`src/rtl/semaphore_bank_pkg.sv`:
```
// Shared encodings and sizing helper for the semaphore bank controller.
// Op codes, status values and a clog2 that never returns less than 1.
package semaphore_bank_pkg;

   typedef enum logic [1:0] {
      OP_READ    = 2'b00,
      OP_ACQUIRE = 2'b01,
      OP_RELEASE = 2'b10,
      OP_WRITE   = 2'b11
   } op_e;

   localparam logic STATUS_OK   = 1'b1;
   localparam logic STATUS_FAIL = 1'b0;

   function automatic int clog2_min1(input int n);
      int r;
      r = $clog2(n);
      return (r < 1) ? 1 : r;
   endfunction

endpackage

```
`src/rtl/semaphore_bank_controller_if.sv`:
```
// Core-side request/response bundle of the semaphore bank, flattened per core.
// The cores drive through master; the bank uses slave.
interface semaphore_bank_if
   import semaphore_bank_pkg::*;
#(
   parameter int NumberOfSemaphores = 4,
   parameter int NumberOfCores      = 2,
   parameter int DataWidth          = 4
);
   localparam int SelWidth = clog2_min1(NumberOfSemaphores);

   logic [NumberOfCores-1:0]           Req;
   logic [2*NumberOfCores-1:0]         Op;
   logic [SelWidth*NumberOfCores-1:0]  Sel;
   logic [DataWidth*NumberOfCores-1:0] WData;
   logic [NumberOfCores-1:0]           Clear;
   logic [NumberOfCores-1:0]           Ack;
   logic [NumberOfCores-1:0]           Status;
   logic [DataWidth*NumberOfCores-1:0] RData;
   logic [NumberOfSemaphores-1:0]      Locked;

   modport master (
      output Req, Op, Sel, WData, Clear,
      input  Ack, Status, RData, Locked
   );

   modport slave (
      input  Req, Op, Sel, WData, Clear,
      output Ack, Status, RData, Locked
   );

endinterface

```
`src/rtl/semaphore_bank_controller_round_robin_arbiter.sv`:
```
// Round-robin arbiter: one-hot grant among unmasked requesters, searching
// from the last granted index + 1; the pointer resets so index 0 wins first.
module round_robin_arbiter
   import semaphore_bank_pkg::*;
#(
   parameter int N = 2,
   localparam int IdW = clog2_min1(N)
)(
   input  logic           i_clk,
   input  logic           i_rst_n,
   input  logic [N-1:0]   i_req,
   input  logic [N-1:0]   i_mask,
   output logic [N-1:0]   o_grant,
   output logic [IdW-1:0] o_grant_idx,
   output logic           o_grant_vld
);

   logic [IdW-1:0] r_ptr;
   logic [N-1:0]   w_elig;

   assign w_elig = i_req & ~i_mask;

   // First pass covers indices above the pointer, second pass wraps to the rest.
   always_comb begin
      o_grant     = '0;
      o_grant_idx = '0;
      o_grant_vld = 1'b0;
      for (int i = 0; i < N; i++) begin
         if (!o_grant_vld && w_elig[i] && (i > int'(r_ptr))) begin
            o_grant_vld = 1'b1;
            o_grant[i]  = 1'b1;
            o_grant_idx = IdW'(i);
         end
      end
      for (int i = 0; i < N; i++) begin
         if (!o_grant_vld && w_elig[i]) begin
            o_grant_vld = 1'b1;
            o_grant[i]  = 1'b1;
            o_grant_idx = IdW'(i);
         end
      end
   end

   always_ff @(posedge i_clk or negedge i_rst_n) begin
      if (!i_rst_n) begin
         r_ptr <= IdW'(N - 1);
      end else if (o_grant_vld) begin
         r_ptr <= o_grant_idx;
      end
   end

endmodule

```
`src/rtl/semaphore_bank_controller.sv`:
```
// Registered semaphore bank: lock/owner/data entries shared by all cores,
// one arbitrated operation per cycle, results returned one cycle after grant.
module semaphore_bank_controller
   import semaphore_bank_pkg::*;
#(
   parameter int NumberOfSemaphores = 4,
   parameter int NumberOfCores      = 2,
   parameter int DataWidth          = 4
)(
   input logic             SEMAPHOREBANK_Clk,
   input logic             SEMAPHOREBANK_nReset,
   semaphore_bank_if.slave SEMAPHOREBANK
);

   localparam int SelWidth = clog2_min1(NumberOfSemaphores);
   localparam int IdWidth  = clog2_min1(NumberOfCores);

   logic [NumberOfSemaphores-1:0]      r_locked;
   logic [IdWidth-1:0]                 r_owner [NumberOfSemaphores];
   logic [DataWidth-1:0]               r_data  [NumberOfSemaphores];
   logic [NumberOfCores-1:0]           r_ack;
   logic [NumberOfCores-1:0]           r_status;
   logic [DataWidth*NumberOfCores-1:0] r_rdata;

   logic [NumberOfCores-1:0] w_grant;
   logic [IdWidth-1:0]       w_gidx;
   logic                     w_gvld;

   // A core is ineligible during its Ack cycle and while it is being cleared.
   round_robin_arbiter #(.N(NumberOfCores)) u_arb (
      .i_clk       (SEMAPHOREBANK_Clk),
      .i_rst_n     (SEMAPHOREBANK_nReset),
      .i_req       (SEMAPHOREBANK.Req),
      .i_mask      (r_ack | SEMAPHOREBANK.Clear),
      .o_grant     (w_grant),
      .o_grant_idx (w_gidx),
      .o_grant_vld (w_gvld)
   );

   logic [1:0]           w_op;
   logic [SelWidth-1:0]  w_sel;
   logic [DataWidth-1:0] w_wdata;
   logic [DataWidth-1:0] w_cur;
   logic [DataWidth-1:0] w_rd;
   logic                 w_in_range;
   logic                 w_is_free;
   logic                 w_is_owner;
   logic                 w_ok;
   logic                 w_set_lock;
   logic                 w_clr_lock;
   logic                 w_wr;

   always_comb begin
      w_op    = '0;
      w_sel   = '0;
      w_wdata = '0;
      for (int c = 0; c < NumberOfCores; c++) begin
         if (w_grant[c]) begin
            w_op    = SEMAPHOREBANK.Op[2*c +: 2];
            w_sel   = SEMAPHOREBANK.Sel[c*SelWidth +: SelWidth];
            w_wdata = SEMAPHOREBANK.WData[c*DataWidth +: DataWidth];
         end
      end
   end

   // Decisions use the pre-edge bank state; out-of-range selects touch nothing.
   always_comb begin
      w_in_range = (32'(w_sel) < 32'(NumberOfSemaphores));
      w_cur      = w_in_range ? r_data[w_sel] : '0;
      w_is_free  = w_in_range && !r_locked[w_sel];
      w_is_owner = w_in_range && r_locked[w_sel] && (r_owner[w_sel] == w_gidx);
      w_ok       = 1'b0;
      w_set_lock = 1'b0;
      w_clr_lock = 1'b0;
      w_wr       = 1'b0;
      case (w_op)
         OP_READ: begin
            w_ok = w_in_range;
         end
         OP_ACQUIRE: begin
            w_ok       = w_is_free || w_is_owner;
            w_set_lock = w_is_free;
         end
         OP_RELEASE: begin
            w_ok       = w_is_owner;
            w_clr_lock = w_is_owner;
         end
         default: begin
            w_ok = w_is_owner;
            w_wr = w_is_owner;
         end
      endcase
      w_rd = w_wr ? w_wdata : w_cur;
   end

   always_ff @(posedge SEMAPHOREBANK_Clk or negedge SEMAPHOREBANK_nReset) begin
      if (!SEMAPHOREBANK_nReset) begin
         r_locked <= '0;
         r_ack    <= '0;
         r_status <= '0;
         r_rdata  <= '0;
         for (int s = 0; s < NumberOfSemaphores; s++) begin
            r_owner[s] <= '0;
            r_data[s]  <= '0;
         end
      end else begin
         r_ack <= w_grant;
         // A clearing core never holds the grant, so its unlocks cannot collide with the op.
         for (int s = 0; s < NumberOfSemaphores; s++) begin
            if (r_locked[s] && SEMAPHOREBANK.Clear[r_owner[s]]) begin
               r_locked[s] <= 1'b0;
            end
         end
         if (w_gvld) begin
            for (int c = 0; c < NumberOfCores; c++) begin
               if (w_grant[c]) begin
                  r_status[c]                         <= w_ok ? STATUS_OK : STATUS_FAIL;
                  r_rdata[c*DataWidth +: DataWidth]   <= w_rd;
               end
            end
            if (w_set_lock) begin
               r_locked[w_sel] <= 1'b1;
               r_owner[w_sel]  <= w_gidx;
            end
            if (w_clr_lock) begin
               r_locked[w_sel] <= 1'b0;
            end
            if (w_wr) begin
               r_data[w_sel] <= w_wdata;
            end
         end
      end
   end

   assign SEMAPHOREBANK.Ack    = r_ack;
   assign SEMAPHOREBANK.Status = r_status;
   assign SEMAPHOREBANK.RData  = r_rdata;
   assign SEMAPHOREBANK.Locked = r_locked;

endmodule

```
`src/flat_wrapper.sv`:
```
// flat-port wrapper written by rule: the top's interface ports become plain ports
module semaphore_bank_controller_flat import semaphore_bank_pkg::*;
#(
   parameter int NumberOfSemaphores = 4,
   parameter int NumberOfCores      = 2,
   parameter int DataWidth          = 4
)
  (SEMAPHOREBANK_Clk, SEMAPHOREBANK_nReset, SEMAPHOREBANK_Req, SEMAPHOREBANK_Op, SEMAPHOREBANK_Sel, SEMAPHOREBANK_WData, SEMAPHOREBANK_Clear, SEMAPHOREBANK_Ack, SEMAPHOREBANK_Status, SEMAPHOREBANK_RData, SEMAPHOREBANK_Locked);
  semaphore_bank_if #(.NumberOfSemaphores(NumberOfSemaphores), .NumberOfCores(NumberOfCores), .DataWidth(DataWidth)) SEMAPHOREBANK_i ();
  input logic SEMAPHOREBANK_Clk;
  input logic SEMAPHOREBANK_nReset;
  input wire logic [$bits(SEMAPHOREBANK_i.Req)-1:0] SEMAPHOREBANK_Req;
  input wire logic [$bits(SEMAPHOREBANK_i.Op)-1:0] SEMAPHOREBANK_Op;
  input wire logic [$bits(SEMAPHOREBANK_i.Sel)-1:0] SEMAPHOREBANK_Sel;
  input wire logic [$bits(SEMAPHOREBANK_i.WData)-1:0] SEMAPHOREBANK_WData;
  input wire logic [$bits(SEMAPHOREBANK_i.Clear)-1:0] SEMAPHOREBANK_Clear;
  output wire logic [$bits(SEMAPHOREBANK_i.Ack)-1:0] SEMAPHOREBANK_Ack;
  output wire logic [$bits(SEMAPHOREBANK_i.Status)-1:0] SEMAPHOREBANK_Status;
  output wire logic [$bits(SEMAPHOREBANK_i.RData)-1:0] SEMAPHOREBANK_RData;
  output wire logic [$bits(SEMAPHOREBANK_i.Locked)-1:0] SEMAPHOREBANK_Locked;
  assign SEMAPHOREBANK_i.Req = SEMAPHOREBANK_Req;
  assign SEMAPHOREBANK_i.Op = SEMAPHOREBANK_Op;
  assign SEMAPHOREBANK_i.Sel = SEMAPHOREBANK_Sel;
  assign SEMAPHOREBANK_i.WData = SEMAPHOREBANK_WData;
  assign SEMAPHOREBANK_i.Clear = SEMAPHOREBANK_Clear;
  assign SEMAPHOREBANK_Ack = SEMAPHOREBANK_i.Ack;
  assign SEMAPHOREBANK_Status = SEMAPHOREBANK_i.Status;
  assign SEMAPHOREBANK_RData = SEMAPHOREBANK_i.RData;
  assign SEMAPHOREBANK_Locked = SEMAPHOREBANK_i.Locked;
  semaphore_bank_controller #(.NumberOfSemaphores(NumberOfSemaphores), .NumberOfCores(NumberOfCores), .DataWidth(DataWidth)) u_core (.SEMAPHOREBANK_Clk(SEMAPHOREBANK_Clk), .SEMAPHOREBANK_nReset(SEMAPHOREBANK_nReset), .SEMAPHOREBANK(SEMAPHOREBANK_i));
endmodule
```
`config.mk`:
```
export PLATFORM = sky130hd
export DESIGN_NAME = semaphore_bank_controller_flat
export DESIGN_NICKNAME = d
export VERILOG_FILES = /design/src/rtl/semaphore_bank_pkg.sv /design/src/rtl/semaphore_bank_controller_if.sv /design/src/rtl/semaphore_bank_controller_round_robin_arbiter.sv /design/src/rtl/semaphore_bank_controller.sv /design/src/flat_wrapper.sv
export SDC_FILE = /design/constraint.sdc
export NUM_CORES = 1
export LEC_CHECK = 0
export CORE_MARGIN = 4
export CORE_UTILIZATION = 52
export DETAILED_ROUTE_END_ITERATION = 16
export HOLD_SLACK_MARGIN = 0.03
export PLACE_DENSITY = 0.77
export SLEW_MARGIN = 20
export SYNTH_ARGS = -nofsm -noshare
export SYNTH_HDL_FRONTEND = slang
export SYNTH_SLANG_ARGS = --single-unit
```
`constraint.sdc`:
```
create_clock -name SEMAPHOREBANK_Clk -period 3.2 [get_ports SEMAPHOREBANK_Clk]
set_clock_uncertainty 0.15 [all_clocks]
set_input_delay 0.8 -clock SEMAPHOREBANK_Clk [delete_from_list [all_inputs] [get_ports SEMAPHOREBANK_Clk]]
set_output_delay 0.8 -clock SEMAPHOREBANK_Clk [all_outputs]
set_load 0.01 [all_outputs]
```
### Word-level counts from Yosys, hierarchy flattened

Cells that the tools add are included.

| word-level totals | value |
|---|---|
| register bits | 37 |
| input bits | 22 |
| output and inout bits | 16 |
| word-level logic and storage cells | 105 |

| operators by class | value |
|---|---|
| order comparisons | 9 |
| eq/ne operators | 3 |
| mux-type cells | 51 |
| bitwise logic cells | 7 |
| reductions and logical operators | 20 |

Operator list:

| operator | count |
|---|---|
| 4-bit two-way mux | 10 |
| 1-bit two-way mux | 28 |
| 16-bit bitwise mux | 1 |
| 1-bit logical AND | 10 |
| 4-bit binary-select mux with 2-bit select | 1 |
| 4-bit demux with 2-bit select | 1 |
| 1-bit by 2-bit less-than comparator with 1-bit output (second input constant) | 4 |
| 2-bit two-way mux | 4 |
| 2-bit AND reduction | 4 |
| 4-bit AND | 1 |
| 1-bit binary-select mux with 2-bit select | 2 |
| 4-bit bitwise mux | 1 |
| 1-bit demux with 2-bit select | 2 |
| 4-bit inverter | 1 |
| 4-bit bitwise OR | 1 |
| 3-bit greater-or-equal comparator (second input constant) | 1 |
| 1-bit zero test | 3 |
| 2-bit by 3-bit less-than comparator with 1-bit output (second input constant) | 1 |
| 3-bit by 1-bit less-than comparator with 1-bit output (second input constant) | 1 |
| 2-bit inverter with 3-bit output | 1 |
| 3-bit OR reduction | 1 |
| 2-bit AND | 1 |
| 2-bit by 1-bit == test with 1-bit output (second input constant) | 1 |
| 2-bit == test (second input constant) | 1 |
| 8 further kinds | 8 |

### Logic depth before layout (Yosys ltp)

Gate-level depths: netlist (run 1).

| depth | value |
|---|---|
| depth after elaboration | 22 |
| gate-level depth with buffers | 10 |
| gate-level depth less buffers | 8 |

### Cells and area by module

A second synthesis (run 1) with hierarchy kept.

| second synthesis, totals | value |
|---|---|
| cells, all modules | 189 |
| area total of the unflattened synthesis | 2083.2 um^2 |

By module, submodules not included:

| module | times used | cells each | area an instance (um^2) | sequential area each (um^2) |
|---|---|---|---|---|
| semaphore_bank_controller | 1 | 181 | 1993.2 | 900.9 |
| round_robin_arbiter | 1 | 8 | 90.1 | 26.3 |

### Worst setup path before layout (run 1)

OpenSTA, ideal clock, no wires.

| timing | value |
|---|---|
| path kind | input to register |
| start | in SEMAPHOREBANK_Clear[1] |
| end | reg u_core.r_data[12] (netlist bit) |
| library setup time | 0.125 ns |
| arrival | 3.151 ns |
| required time | 2.925 ns |
| slack | -0.226 ns |
| stages on the path | 8 |
| path buffers | 1 |
| cell sequence | or4b_4 and2_4 buf_6 a22oi_4 mux2i_1 o211ai_4 or3_4 mux2_4 |

| between the ends | value |
|---|---|
| word-level cells in the longest chain between the ends | 20 |
| elaborated cells on any way between the ends | 41 |
| those cells by class | order compare (2); eq/ne (3); mux (22); bitwise (4); reduce/logical (10) |

Ends and longest elaborated chain:

| element | line | RTL |
|---|---|---|
| start: declaration | flat_wrapper.sv:16 | `input wire logic [$bits(SEMAPHOREBANK_i.Clear)-1:0] SEMAPHOREBANK_Clear;` |
| 2-bit bitwise OR * | semaphore_bank_controller.sv:34 | `.i_mask (r_ack \| SEMAPHOREBANK.Clear),` |
| 2-bit inverter * | semaphore_bank_controller_round_robin_arbiter.sv:21 | `assign w_elig = i_req & ~i_mask;` |
| 2-bit AND * | semaphore_bank_controller_round_robin_arbiter.sv:21 |  |
| 1-bit logical AND | semaphore_bank_controller_round_robin_arbiter.sv:29 | `if (!o_grant_vld && w_elig[i] && (i > int'(r_ptr))) begin` |
| 1-bit two-way mux | semaphore_bank_controller_round_robin_arbiter.sv:29 |  |
| 1-bit zero test | semaphore_bank_controller_round_robin_arbiter.sv:36 | `if (!o_grant_vld && w_elig[i]) begin` |
| 1-bit logical AND | semaphore_bank_controller_round_robin_arbiter.sv:36 |  |
| 1-bit two-way mux | semaphore_bank_controller_round_robin_arbiter.sv:36 |  |
| [... 3 more ...] | - |  |
| 2-bit two-way mux | semaphore_bank_controller.sv:58 | `if (w_grant[c]) begin` |
| 2-bit inverter with 3-bit output (not written as such) | semaphore_bank_controller.sv:71, semaphore_bank_controller.sv:129 |  |
| 1-bit binary-select mux with 2-bit select | semaphore_bank_controller.sv:71 | `w_is_owner = w_in_range && r_locked[w_sel] && (r_owner[w_sel] == w_gidx);` |
| 1-bit two-way mux (not written as such) (2 in series) | semaphore_bank_controller.sv:71 |  |
| 1-bit == test | semaphore_bank_controller.sv:71 |  |
| 1-bit logical AND | semaphore_bank_controller.sv:71 |  |
| 1-bit two-way mux | semaphore_bank_controller.sv:76 | `case (w_op)` |
| 2-bit AND reduction (no line) | - |  |
| end signal: indexed assignment | semaphore_bank_controller.sv:129 | `r_data[w_sel] <= w_wdata;` |
| end: declaration | semaphore_bank_controller.sv:20 | `logic [DataWidth-1:0] r_data [NumberOfSemaphores];` |

Mark *: on every way between the ends. The rest lies on a longest branch, timed or not. The select of a mux whose other input is x is not followed.
A chain may end at the register's enable or synchronous reset.

### Worst setup path after layout (run 1)

| timing | value |
|---|---|
| start | in SEMAPHOREBANK_Clear[1] |
| end | reg u_core.r_data[13] (netlist bit) |

The elaborated chain is that of the path after synthesis.

==> reports/metrics.yaml, run 1 <==
worst_setup_path:
  cp.arrival_ns: 3.15
  crit_fanout: 5
  crit_path_start: "SEMAPHOREBANK_Clear[1]"
  critPathKind: "input port to flip-flop"
  startpoint_type: "input port"
  reg2reg_from: "u_core.SEMAPHOREBANK.Ack[1]$_DFF_PN0_"
  end_kind: "flip-flop"
  slowest_delay_ns: 0.56
  worstPathRequired_ns: 3.22
  slowest_stage: "or4b_4"
  path_cells: "buf_2, or4b_4, and2_4, a22oi_4, nand3_4, a21oi_4, o211ai_4, or3_4, mux2_4"
global_route:
  grt_overflow_total: 0
  grt_pass1_vias: 1713
  grt_max_degree: 38
  grt_pass1_wl_um: 8400
  antenna_found_initial: 0
  grt.total_usage: 0.212
detailed_routing:
  wire_per_inst_um: 17.3
  vias: 1608
  drt_iter0_markers: 155
  viasPerCell: 5.56
  antenna_left: 0
  drc_errors: 0
  dr.pass1.iters: 4
  wirelength_um: 5000
final_layout:
  layout.nets: 262
  seq_area_um2: 927
  fin_cells: 289
  syn_to_final_growth_pct: 36.1
  antenna_cells: 0
  drive_gt1_frac: 0.315
  final_util: 0.738
  design_area_mm2: 0.00274
  multi_input_area_mm2: 0.00110
  final.fill_count: 262
place:
  dpl-instance-area_mm2: 0.00261
  dpl.hpwl_um: 3640
  pre_cts_slack_ns: -0.585
  dp_cells: 281
  gp_congestion: 0.889
  io_buffers: 37
clocking:
  path_clk_slew_ns: 0.07
  postCtsSetupRepairBufs: 0
  cts_htree_levels: 2
  hold_buffers: 0
  clk_latency_ns: 0.28
  cts_tree: "done"
  cts_made_buffers: 5
  cts_buffer_depth: 2
  cts-root-buf: "clkbuf_8"
  numClockSinks: 37
timing:
  fmax_ghz: 0.319
  worst_pin_slew_ns: 0.457
  setup_viol: 0
  post-route-min-period_ns: 3.14
  hold_viol: 0
  grt_setup_unrepaired: "no"
  slew_headroom: 0.695
  whs_ns: 0.361
  fin_tns_setup_ns: 0
  report.final.slew_viol_count: 0
  fin_crit_sh: 0.981
  final.setup.worst_slack_ns: 0.0607
floorplan:
  die-area_mm2: 0.00494
  io-pin-count: 38
  fp.dieW_um: 70.3
  initial_utilization: 0.542
  core_area_mm2: 0.00372
  rows: 22
  die_h_um: 70.3
power:
  finalPower_mw: 1.30
  irDropWorstVdd_mv: 0.342
  cellPowerDensity_mw_per_mm2: 475
  leakage_nw: 1.29
hold_path:
  hold_path_class: "flip-flop to flip-flop"
  holdCritStartpoint: "u_core.SEMAPHOREBANK.Status[0]$_DFFE_PN0P_"
synthesis:
  yosysWarningCount: 0
  synth-seq-area-share: 0.460
  synth_seq_cells: 37
  syn-num-nets: 202
  avgSynthCellArea_um2: 11.2
  yosysUniqueCellTypes: 37
  postSynthCellCount: 180
  synth_area_mm2: 0.00202
run_status:
  status: "finished, final reports clean"
flow_run:
  maxCapViolCount: 0
[registers in the layout, summed over array words and instances (netlist names)]
name,count
u_core.r_data,16
u_core.SEMAPHOREBANK.RData,8
u_core.SEMAPHOREBANK.Locked,4
u_core.r_owner,4
u_core.SEMAPHOREBANK.Ack,2
u_core.SEMAPHOREBANK.Status,2
u_core.u_arb.r_ptr,1
[cell usage after synthesis]
cell | instances | area [um^2]
a22oi_1 | 1 | 7.51
nor2_1 | 12 | 45.0
dfstp_2 | 1 | 26.3
and2_1 | 2 | 12.5
a22oi_4 | 1 | 21.3
mux2_2 | 6 | 67.6
nand3_1 | 8 | 40.0
mux2_4 | 16 | 240
nand3_2 | 2 | 20.0
and2_4 | 1 | 8.76
a21oi_1 | 8 | 40.0
and3_4 | 1 | 11.3
a21o_1 | 1 | 7.51
nand4bb_1 | 1 | 11.3
dfrtp_1 | 36 | 901
o211ai_4 | 1 | 21.3
a22o_1 | 7 | 61.3
a32o_1 | 1 | 10.0
or2_0 | 2 | 12.5
buf_6 | 1 | 11.3
o31a_1 | 1 | 8.76
clkbuf_1 | 7 | 26.3
buf_2 | 2 | 10.0
or2_2 | 1 | 6.26
o21ai_0 | 4 | 20.0
and3_1 | 6 | 37.5
mux2i_1 | 11 | 110
nand2_1 | 24 | 90.1
nor3b_1 | 2 | 15.0
or3_4 | 2 | 22.5
a31oi_1 | 4 | 25.0
a21oi_2 | 1 | 8.76
or4b_4 | 1 | 13.8
a22o_4 | 1 | 17.5
inv_1 | 1 | 3.75
nor2b_1 | 1 | 6.26
a2bb2oi_1 | 2 | 17.5
[per-layer routing]
layer / global-route usage / routed length, um / vias to the layer above
met1: 0.287 / 2240 / 788
met3: 0.0504 / 222 / 8
met2: 0.339 / 2460 / 49
li1: - / - / 763
met5: 0 / 0 / -
met4: 0.0596 / 74 / 0
[critical path: cells and delay by family]
kind / cells / cell delay (ns)
mux: 1 / 0.31
compound gates: 3 / 0.59
buf+inv: 1 / 0.12
simple gates: 4 / 1.33
[logic make-up after synthesis]
group / count (synthesis) / share of synthesized area
flip-flops: 37 / 0.460
buffers and inverters: 11 / 0.0255
multiplexers: 33 / 0.207
AND/OR/NAND/NOR: 66 / 0.175
AO/OA/AOI/OAI: 33 / 0.132
[path summary, 6_finish.rpt]
check                      cells past startpoint                                         end  slack [ns]
min                                            1  u_core.SEMAPHOREBANK.Status[0]$_DFFE_PN0P_        0.36
min reg2reg                                    1  u_core.SEMAPHOREBANK.Status[0]$_DFFE_PN0P_        0.36
max reg2reg                                    8               u_core.r_data[13]$_DFFE_PN0P_        0.30
max                                            9               u_core.r_data[13]$_DFFE_PN0P_        0.06
min in group asynchronous                      2    u_core.SEMAPHOREBANK.Locked[0]$_DFF_PN0_        0.79
max in group asynchronous                      2              u_core.u_arb.r_ptr$_DFFE_PN1N_        1.77
[power by group]
group          switching (mW)  internal (mW)  total (mW)  leakage, nW
logic                   0.182          0.221       0.404        0.764
registers              0.0449          0.529       0.574        0.482
clock network           0.151          0.176       0.326       0.0455
total                   0.378          0.926        1.30         1.29
[layout by cell type, fill, tap and decap left out, types with 2 or more instances in the layout]
cell type	Yosys	layout
or3_4	2	2
nor2_1	12	12
nand2_1	24	23
mux2_2	6	6
and2_4	1	2
clkbuf_1	7	2
a31oi_1	4	4
nand3_1	8	8
a22o_1	7	7
a21oi_1	8	8
dfrtp_1	36	36
and3_1	6	6
buf_4	0	25
mux2_4	16	16
a2bb2oi_1	2	2
dlymetal6s2s_1	0	2
o21ai_0	4	2
clkdlybuf4s50_1	0	33
clkbuf_8	0	6
mux2i_1	11	10
[layout make-up]
type / instances / share of cell area
multi-input cells: 132 / 0.400
repair buffers: 63 / 0.206
flip-flops and latches: 37 / 0.338
clock buffers: 8 / 0.0328
inverters: 1 / 0.00137
well taps: 48 / 0.0219
[repair_timing]
action	CTS	global route
endpoints found under the setup margin	31	13
resized for setup	15	7
pin swaps	8	5
Note: power is estimated with default switching activity, not from simulation.
==> run 2, diff against run 1 <==
- CORE_MARGIN: 4 -> 10
==> reports/metrics.yaml, run 2 (synthesis results as in run 1) <==
run_status:
  status: "finished, final reports clean"
clocking:
  postCtsSetupRepairBufs: 0
  cts-root-buf: "clkbuf_8"
  cts_made_buffers: 5
  numClockSinks: 37
  path_clk_slew_ns: 0.07
  cts_htree_levels: 2
  hold_buffers: 0
  cts_tree: "done"
  clk_latency_ns: 0.29
  cts_buffer_depth: 2
detailed_routing:
  wire_per_inst_um: 18.8
  vias: 1644
  antenna_left: 0
  wirelength_um: 5470
  drc_errors: 0
  drt_iter0_markers: 136
  viasPerCell: 5.65
  dr.pass1.iters: 4
timing:
  fin_tns_setup_ns: 0
  slew_headroom: 0.690
  fmax_ghz: 0.314
  post-route-min-period_ns: 3.19
  final.setup.worst_slack_ns: 0.0121
  worst_pin_slew_ns: 0.465
  setup_viol: 0
  fin_crit_sh: 0.996
  whs_ns: 0.365
  hold_viol: 0
  report.final.slew_viol_count: 0
worst_setup_path:
  crit_fanout: 16
  cp_top_family: "simple AND/OR/NAND/NOR gates"
  worstPathRequired_ns: 3.23
  critPathKind: "input port to flip-flop"
  path_cells: "clkdlybuf4s50_1, nor3b_4, and2_4, buf_6, a22o_1, nor2b_2, o211ai_4, or3_4, mux2_4"
  startpoint_type: "input port"
  slowest_delay_ns: 0.49
  cp.arrival_ns: 3.22
  slowest_stage: "clkdlybuf4s50_1"
  end_kind: "flip-flop"
  critPathBufInv: 2
place:
  gp_congestion: 0.883
  dpl.hpwl_um: 4030
  io_buffers: 37
  pre_cts_slack_ns: -0.471
floorplan:
  io-pin-count: 38
  rows: 22
  initial_utilization: 0.542
  die_h_um: 82.3
  core_area_mm2: 0.00372
  die-area_mm2: 0.00677
  fp.dieW_um: 82.3
power:
  clockPowerShare: 0.243
  pwr-share-seq: 0.442
  cellPowerDensity_mw_per_mm2: 468
  leakage_nw: 1.28
  irDropWorstVdd_mv: 0.361
  internal_power_uw: 903
  p_switching_uw: 398
  sw_frac_of_total: 0.306
  power_frac_comb: 0.315
global_route:
  grt_overflow_total: 0
  antenna_found_initial: 0
  grt_pass1_vias: 1730
  grt_max_degree: 38
  grt_pass1_wl_um: 8970
  grt.total_usage: 0.171
final_layout:
  syn_to_final_growth_pct: 37.8
  layout_commonest_cell: "dfrtp_1"
  largest_reg_flops: 16
  top_register: "u_core.r_data"
  final.fill_count: 246
  antenna_cells: 0
  mostFrequentLayoutCells: "36 x dfrtp_1, 34 x clkdlybuf4s50_1, 26 x buf_4, 24 x nand2_1, 16 x mux2_4"
  layout.nets: 264
  drive_gt1_frac: 0.325
  final_util: 0.747
flow_run:
  maxCapViolCount: 0
hold_path:
  hold_path_class: "flip-flop to flip-flop"
[run 2: area by class of cell]
| cell class | instances | area (um^2) | area share |
|---|---|---|---|
| clock buffer | 6 | 72.6 | 0.0261 |
| multi-input combinational | 132 | 1110 | 0.401 |
| timing repair buffer | 65 | 589 | 0.212 |
| clock inverter | 2 | 10.0 | 0.00360 |
| sequential | 37 | 927 | 0.334 |
| inverter | 1 | 3.75 | 0.00135 |
| tap | 48 | 60.1 | 0.0216 |
[run 2: worst paths after layout]
| path | start | end | slack, ns | cells after the start |
|---|---|---|---|---|
| worst max-delay path | SEMAPHOREBANK_Req[0] | u_core.r_data[15]$_DFFE_PN0P_ | 0.01 | 9 |
| worst min-delay path | u_core.u_arb.r_ptr$_DFFE_PN1N_ | u_core.u_arb.r_ptr$_DFFE_PN1N_ | 0.36 | 2 |
| worst max register to register | u_core.SEMAPHOREBANK.Ack[1]$_DFF_PN0_ | u_core.r_data[15]$_DFFE_PN0P_ | 0.35 | 8 |
| worst min register to register | u_core.u_arb.r_ptr$_DFFE_PN1N_ | u_core.u_arb.r_ptr$_DFFE_PN1N_ | 0.36 | 2 |
| max in group asynchronous | SEMAPHOREBANK_nReset | u_core.u_arb.r_ptr$_DFFE_PN1N_ | 1.79 | 2 |
| min in group asynchronous | SEMAPHOREBANK_nReset | u_core.SEMAPHOREBANK.Ack[1]$_DFF_PN0_ | 0.77 | 2 |
[run 2: stage by stage]
step	total power [mW]	cell area [um^2]	instances
after floorplan	0.771	2030	180
after global placement	0.957	2620	283
after detailed placement	0.973	2620	283
after CTS	1.29	2720	291
after global routing	1.37	2780	291
final	1.30	2780	291
[run 2: power by group through the flow]
stage	Sequential, mW	Combinational [mW]	Clock (mW)
6_report	0.574	0.410	0.316
5_1_grt	0.583	0.445	0.346
4_1_cts	0.573	0.400	0.320
3_5_place_dp	0.580	0.393	0
3_3_place_gp	0.576	0.380	0
2_1_floorplan	0.588	0.183	0
[run 2: metal layers]
| metal | up-vias | part of all wire | global-route usage |
|---|---|---|---|
| met3 | 16 | 0.070 | 0.0702 |
| met2 | 58 | 0.50 | 0.271 |
| met5 | - | 0 | 0 |
| met1 | 803 | 0.41 | 0.209 |
| li1 | 767 | - | - |
| met4 | 0 | 0.022 | 0.0510 |
[run 2: timing repair]
item,CTS,global route
gates resized for setup,8,13
endpoints found under the setup margin,31,30
pin swaps,7,9
[run 2: tightest hold or removal path, cell delays in order (launching register included)]
cell and delay, ns:
dfstp_2 0.38, inv_1 0.04, o21ai_0 0.09
==> run 3, diff against run 2 <==
- CTS_CLUSTER_SIZE: unset -> 8
==> results of run 3 <==
The final DEF is identical to that of run 2; final timing and power are the same.
